`config.mk`:
```
export PLATFORM = sky130hd
export DESIGN_NAME = sevenseg_scan_driver
export DESIGN_NICKNAME = d
export VERILOG_FILES = /design/src/rtl/sevenseg_scan_driver.sv
export SDC_FILE = /design/constraint.sdc
export NUM_CORES = 1
export LEC_CHECK = 0
export ABC_AREA = 1
export BUFFER_PORTS_ARGS = -buffer_cell sky130_fd_sc_hd__buf_2
export CAP_MARGIN = 10
export CORE_ASPECT_RATIO = 0.6
export CORE_MARGIN = 1.5
export CORE_UTILIZATION = 54
export DETAILED_ROUTE_END_ITERATION = 10
export PLACE_DENSITY = 0.79
export SLEW_MARGIN = 20
export SYNTH_ARGS = -nofsm -noshare
export SYNTH_HDL_FRONTEND = slang
export SYNTH_SLANG_ARGS = --single-unit
```
`constraint.sdc`:
```
create_clock -name clk -period 1.7 [get_ports clk]
set_clock_uncertainty 0.15 [all_clocks]
set_input_delay 0.17 -clock clk [delete_from_list [all_inputs] [get_ports clk]]
set_output_delay 0.17 -clock clk [all_outputs]
set_load 0.01 [all_outputs]
```
`src/rtl/sevenseg_scan_driver.sv`:
```
// Time-multiplexed scan driver for an 8-digit common-anode seven-segment display.
// Define SEVENSEG_LZB_EN to enable leading-zero blanking.
module sevenseg_scan_driver #(
    parameter int REFRESH_DIV = 100000,
    parameter int GUARD       = 16,
    parameter int NDIG        = 8
) (
    input  logic        clk,
    input  logic        reset,
    input  logic [31:0] value,
    input  logic [7:0]  dp_in,
    input  logic [7:0]  digit_en,
    input  logic        load,
    output logic [3:0]  bcd,
    output logic [7:0]  an,
    output logic        dp,
    output logic [2:0]  digit_idx
);
    localparam int PW = $clog2(REFRESH_DIV);
    localparam logic [PW-1:0] P_LAST   = PW'(REFRESH_DIV - 1);
    localparam logic [2:0]    IDX_LAST = 3'(NDIG - 1);

    logic [PW-1:0] p;
    logic [2:0]    idx;
    logic [31:0]   sh_val;
    logic [7:0]    sh_dp;
    logic          in_guard;
    logic          visible;
    logic [7:0]    blank;
    logic [3:0]    bcd_n;
    logic [7:0]    an_n;
    logic          dp_n;

    generate
        if (GUARD == 0) begin : g_noguard
            assign in_guard = 1'b0;
        end else begin : g_guard
            assign in_guard = (p < PW'(GUARD));
        end
    endgenerate

`ifdef SEVENSEG_LZB_EN
    // A digit above 0 is blanked when it and every more-significant digit are zero.
    always_comb begin
        logic zero_run;
        zero_run = 1'b1;
        blank    = '0;
        for (int i = 7; i >= 1; i--) begin
            if (i < NDIG) begin
                zero_run = zero_run & (sh_val[4*i +: 4] == 4'h0);
                blank[i] = zero_run;
            end
        end
    end
`else
    assign blank = '0;
`endif

    always_comb begin
        bcd_n   = sh_val[{idx, 2'b00} +: 4];
        visible = !in_guard && digit_en[idx] && !blank[idx];
        an_n    = 8'hFF;
        if (visible)
            an_n[idx] = 1'b0;
        dp_n    = ~(sh_dp[idx] & visible);
    end

    // Outputs register the terms computed from the current slot state, so they lag it by one edge.
    always_ff @(posedge clk) begin
        if (reset) begin
            p         <= '0;
            idx       <= 3'd0;
            sh_val    <= 32'h0;
            sh_dp     <= 8'h0;
            bcd       <= 4'h0;
            an        <= 8'hFF;
            dp        <= 1'b1;
            digit_idx <= 3'd0;
        end else begin
            if (load) begin
                sh_val <= value;
                sh_dp  <= dp_in;
            end
            if (p == P_LAST) begin
                p   <= '0;
                idx <= (idx == IDX_LAST) ? 3'd0 : idx + 3'd1;
            end else begin
                p <= p + PW'(1);
            end
            bcd       <= bcd_n;
            an        <= an_n;
            dp        <= dp_n;
            digit_idx <= idx;
        end
    end
endmodule
```
==> results by group <==
Yosys
  – Sequential share of the synthesized area: 46.8%
  – Synth Instances: 453
  – Cell variety after synth: 27
  – Synth Net Count: 507
  – Avg Cell Area, Syn: 7.18 um2
  – Synth warn: 0
  – Yosys reg bits: 76
  – Post-Syn Area: 3250 um2

Route
  – Final wirelength: 8900 um
  – DRC Markers: 0
  – Via Count: 3413
  – WL/cell: 13.8 um
  – Iteration count of the initial detailed-routing pass: 5
  – Post-DRT Antenna Nets: 0
  – Vias per Instance: 5.31
  – DRT iter0 DRCs: 311

Pwr
  – Switching power: 0.000830 W
  – Clock Power Share: 39.4%
  – Combinational share of power: 9.0%
  – Pint: 0.00284 W
  – Sw Ratio: 22.6%
  – Power per cell area: 857 nW/um2
  – Total chip power: 0.00367 W
  – Sequential power share: 51.6%
  – Peak supply drop: 0.000556 V
  – Pleak: 1.82 nW

Global routing
  – Vias in the first global route: 3264
  – GR Util All Layers: 29.7%
  – Met2 usage: 45.6%
  – Grt peak-use layer: met2
  – Grt met1 use: 39.1%
  – GR met3 Demand/Resource: 9.21%
  – GRT Residual Overflow: 0
  – First-pass GRT wire length: 14900 um
  – Initial antenna violation count: 0
  – Largest net degree at the start of global routing: 49

Setup path
  – CP max stage delay: 0.37 ns
  – Worst setup EP type: flop
  – WP data required: 1.78 ns
  – Worst-path maximum fanout: 17
  – CP Launch Type: flop
  – Worst setup path class: flop to flop
  – Critical path cell sequence: ha_1 > nand3_2 > nor2_2 > nand3_2 > nand2_8 > nor2_1
  – Slowest CP cell: dfxtp_1
  – WP buf/inv: 0
  – Crit path DAT: 1.68 ns
  – Crit path max-delay family: simple AND/OR/NAND/NOR gates
  – Most numerous cell on the critical path: nand3_2

Flow run
  – Max-cap viol count: 0

Place
  – Dpl cell area: 3680 um2
  – Placed cell count: 590
  – Gpl congestion: 0.865
  – IO buf count: 66
  – Detailed Place HPWL: 5690 um

Worst hold path
  – Hold WC Path Type: input port to flop

Outcome
  – Status: finished clean

Floorplan
  – Die ar.: 6520 um2
  – Die Wd: 103 um
  – Initial Utilization: 57.1%
  – Ports: 67
  – Rows: 21
  – Core Area: 5700 um2
  – Die H: 63.1 um

Timing
  – FMAX: 626 MHz
  – Tightest hold margin: 0.0142 ns
  – Crit share post-route: 93.9%
  – Max_slew headroom: 79.5%
  – Pin slew with the least headroom to its limit: 0.306 ns
  – Max-slew violation count: 0
  – # setup viols final: 0
  – Final Hold Fails: 0
  – Final min period: 1.60 ns

CTS
  – Post-CTS setup buffers: 0
  – Cts bufs inserted: 9
  – H-tree lvl count: 3
  – CTS tree: done
  – Clock-pin slew on the worst setup and hold paths: 0.07 ns
  – CTS Buffer Depth: 2
  – Clock latency on the worst-skew pair: 0.34 ns
  – # clock sinks: 76
  – CTS root buf: clkbuf_8

Final layout
  – Most frequent cells in the layout: nor2_1, nand2_1, dfxtp_1, buf_2, o21ai_0
  – Fill cells: 434
  – Ratio of cells with drive above 1 in the final layout: 18.8%
  – Most common cell after layout, fill and taps aside: nor2_1
  – Layout area overhead: 31.5%
  – Antenna diode count: 0
  – Non-Filler Instances: 643
  – Post-route cell area: 4280 um2
  – Final #Nets: 613
==> worst reg2reg max path: stages, from the launching register on <==
cell and delay [ns]:
dfxtp_1 0.37, ha_1 0.24, nand3_2 0.16, nor2_2 0.16, nand3_2 0.17, nand2_8 0.18, nor2_1 0.07
==> cells in the mapped netlist <==
cell type | number | area (um2)
nand2_1 | 76 | 285
o21ai_1 | 10 | 50.1
a21oi_1 | 20 | 100
buf_4 | 1 | 7.51
nand2_4 | 1 | 11.3
ha_1 | 3 | 37.5
nor2_1 | 113 | 424
nor2_2 | 1 | 6.26
o21bai_1 | 1 | 7.51
xnor2_1 | 3 | 26.3
clkbuf_1 | 10 | 37.5
inv_1 | 27 | 101
xor2_1 | 2 | 17.5
nand3_2 | 3 | 30.0
o211ai_1 | 6 | 45.0
nor3_1 | 2 | 10.0
or2_0 | 1 | 6.26
dfxtp_1 | 76 | 1520
o21ai_0 | 47 | 235
nand4_1 | 12 | 75.1
nor2_4 | 4 | 45.0
or2_2 | 1 | 6.26
buf_6 | 1 | 11.3
nand3_1 | 19 | 95.1
inv_2 | 4 | 15.0
buf_2 | 8 | 40.0
and3_1 | 1 | 6.26
==> state kept, by name (all words and copies together) (netlist names) <==
register	flops
dp	1
p	17
idx	3
an	8
sh_val	32
sh_dp	8
bcd	4
digit_idx	3
==> worst paths after layout <==
kind,from,end,cells after the start,slack [ns]
max,p[0],p[10],6,0.10
min reg2reg,sh_val[20],sh_val[20],2,0.31
min,value[27],sh_val[27],3,0.01
max reg2reg,p[0],p[10],6,0.10
==> metal layers <==
layer  vias up  share of wire, %  routed length, um
met5         -                 0                  0
met4         0               1.9                171
met3        18               8.0                716
met2       156                43               3860
met1      1559                47               4150
li1       1680                 -                  -
==> stage by stage <==
| step | TNS [ns] | setup slack (ns) | util [%] |
|---|---|---|---|
| floorplan | 0 | 0.221 | - |
| global placement | 0 | 0.173 | 64.6 |
| detailed placement | 0 | 0.0890 | 64.6 |
| CTS | 0 | 0.0740 | 74.9 |
| global route | -0.00232 | -0.00232 | 75.1 |
| finish | 0 | 0.103 | 75.1 |
==> final cells by class <==
| cell class | count | area [um2] | share of cell area (%) |
|---|---|---|---|
| multi-input combinational | 326 | 1530 | 35.8 |
| clock buffer | 10 | 128 | 2.98 |
| inverter | 31 | 116 | 2.72 |
| sequential | 76 | 1520 | 35.5 |
| tap | 80 | 100 | 2.34 |
| clock inverter | 5 | 77.6 | 1.81 |
| timing repair buffer | 115 | 806 | 18.8 |
==> logic make-up after synthesis <==
group / Yosys count / share of synthesized area (%)
and+or+nand+nor: 234 / 30.8
buffers and inverters: 51 / 6.54
DFF: 76 / 46.8
AOI/OAI and AO/OA: 84 / 13.5
xor gates and xnor gates: 5 / 1.35
adders and majority gates: 3 / 1.15
==> what timing repair did <==
item	4_1_cts	5_1_grt
resized for setup	0	2
hold buffers	38	0
setup endpoints to repair	0	17
endpoints found under the hold margin	41	0
==> power groups by stage <==
stage / Sequential (W) / Combinational (W) / Clock (W)
2_1_floorplan: 0.00192 / 0.000152 / 0
3_3_place_gp: 0.00193 / 0.000246 / 0
3_5_place_dp: 0.00193 / 0.000254 / 0
4_1_cts: 0.00189 / 0.000323 / 0.00146
5_1_grt: 0.00190 / 0.000370 / 0.00155
6_report: 0.00189 / 0.000331 / 0.00144
No activity file was read; power rests on OpenSTA's default activity.
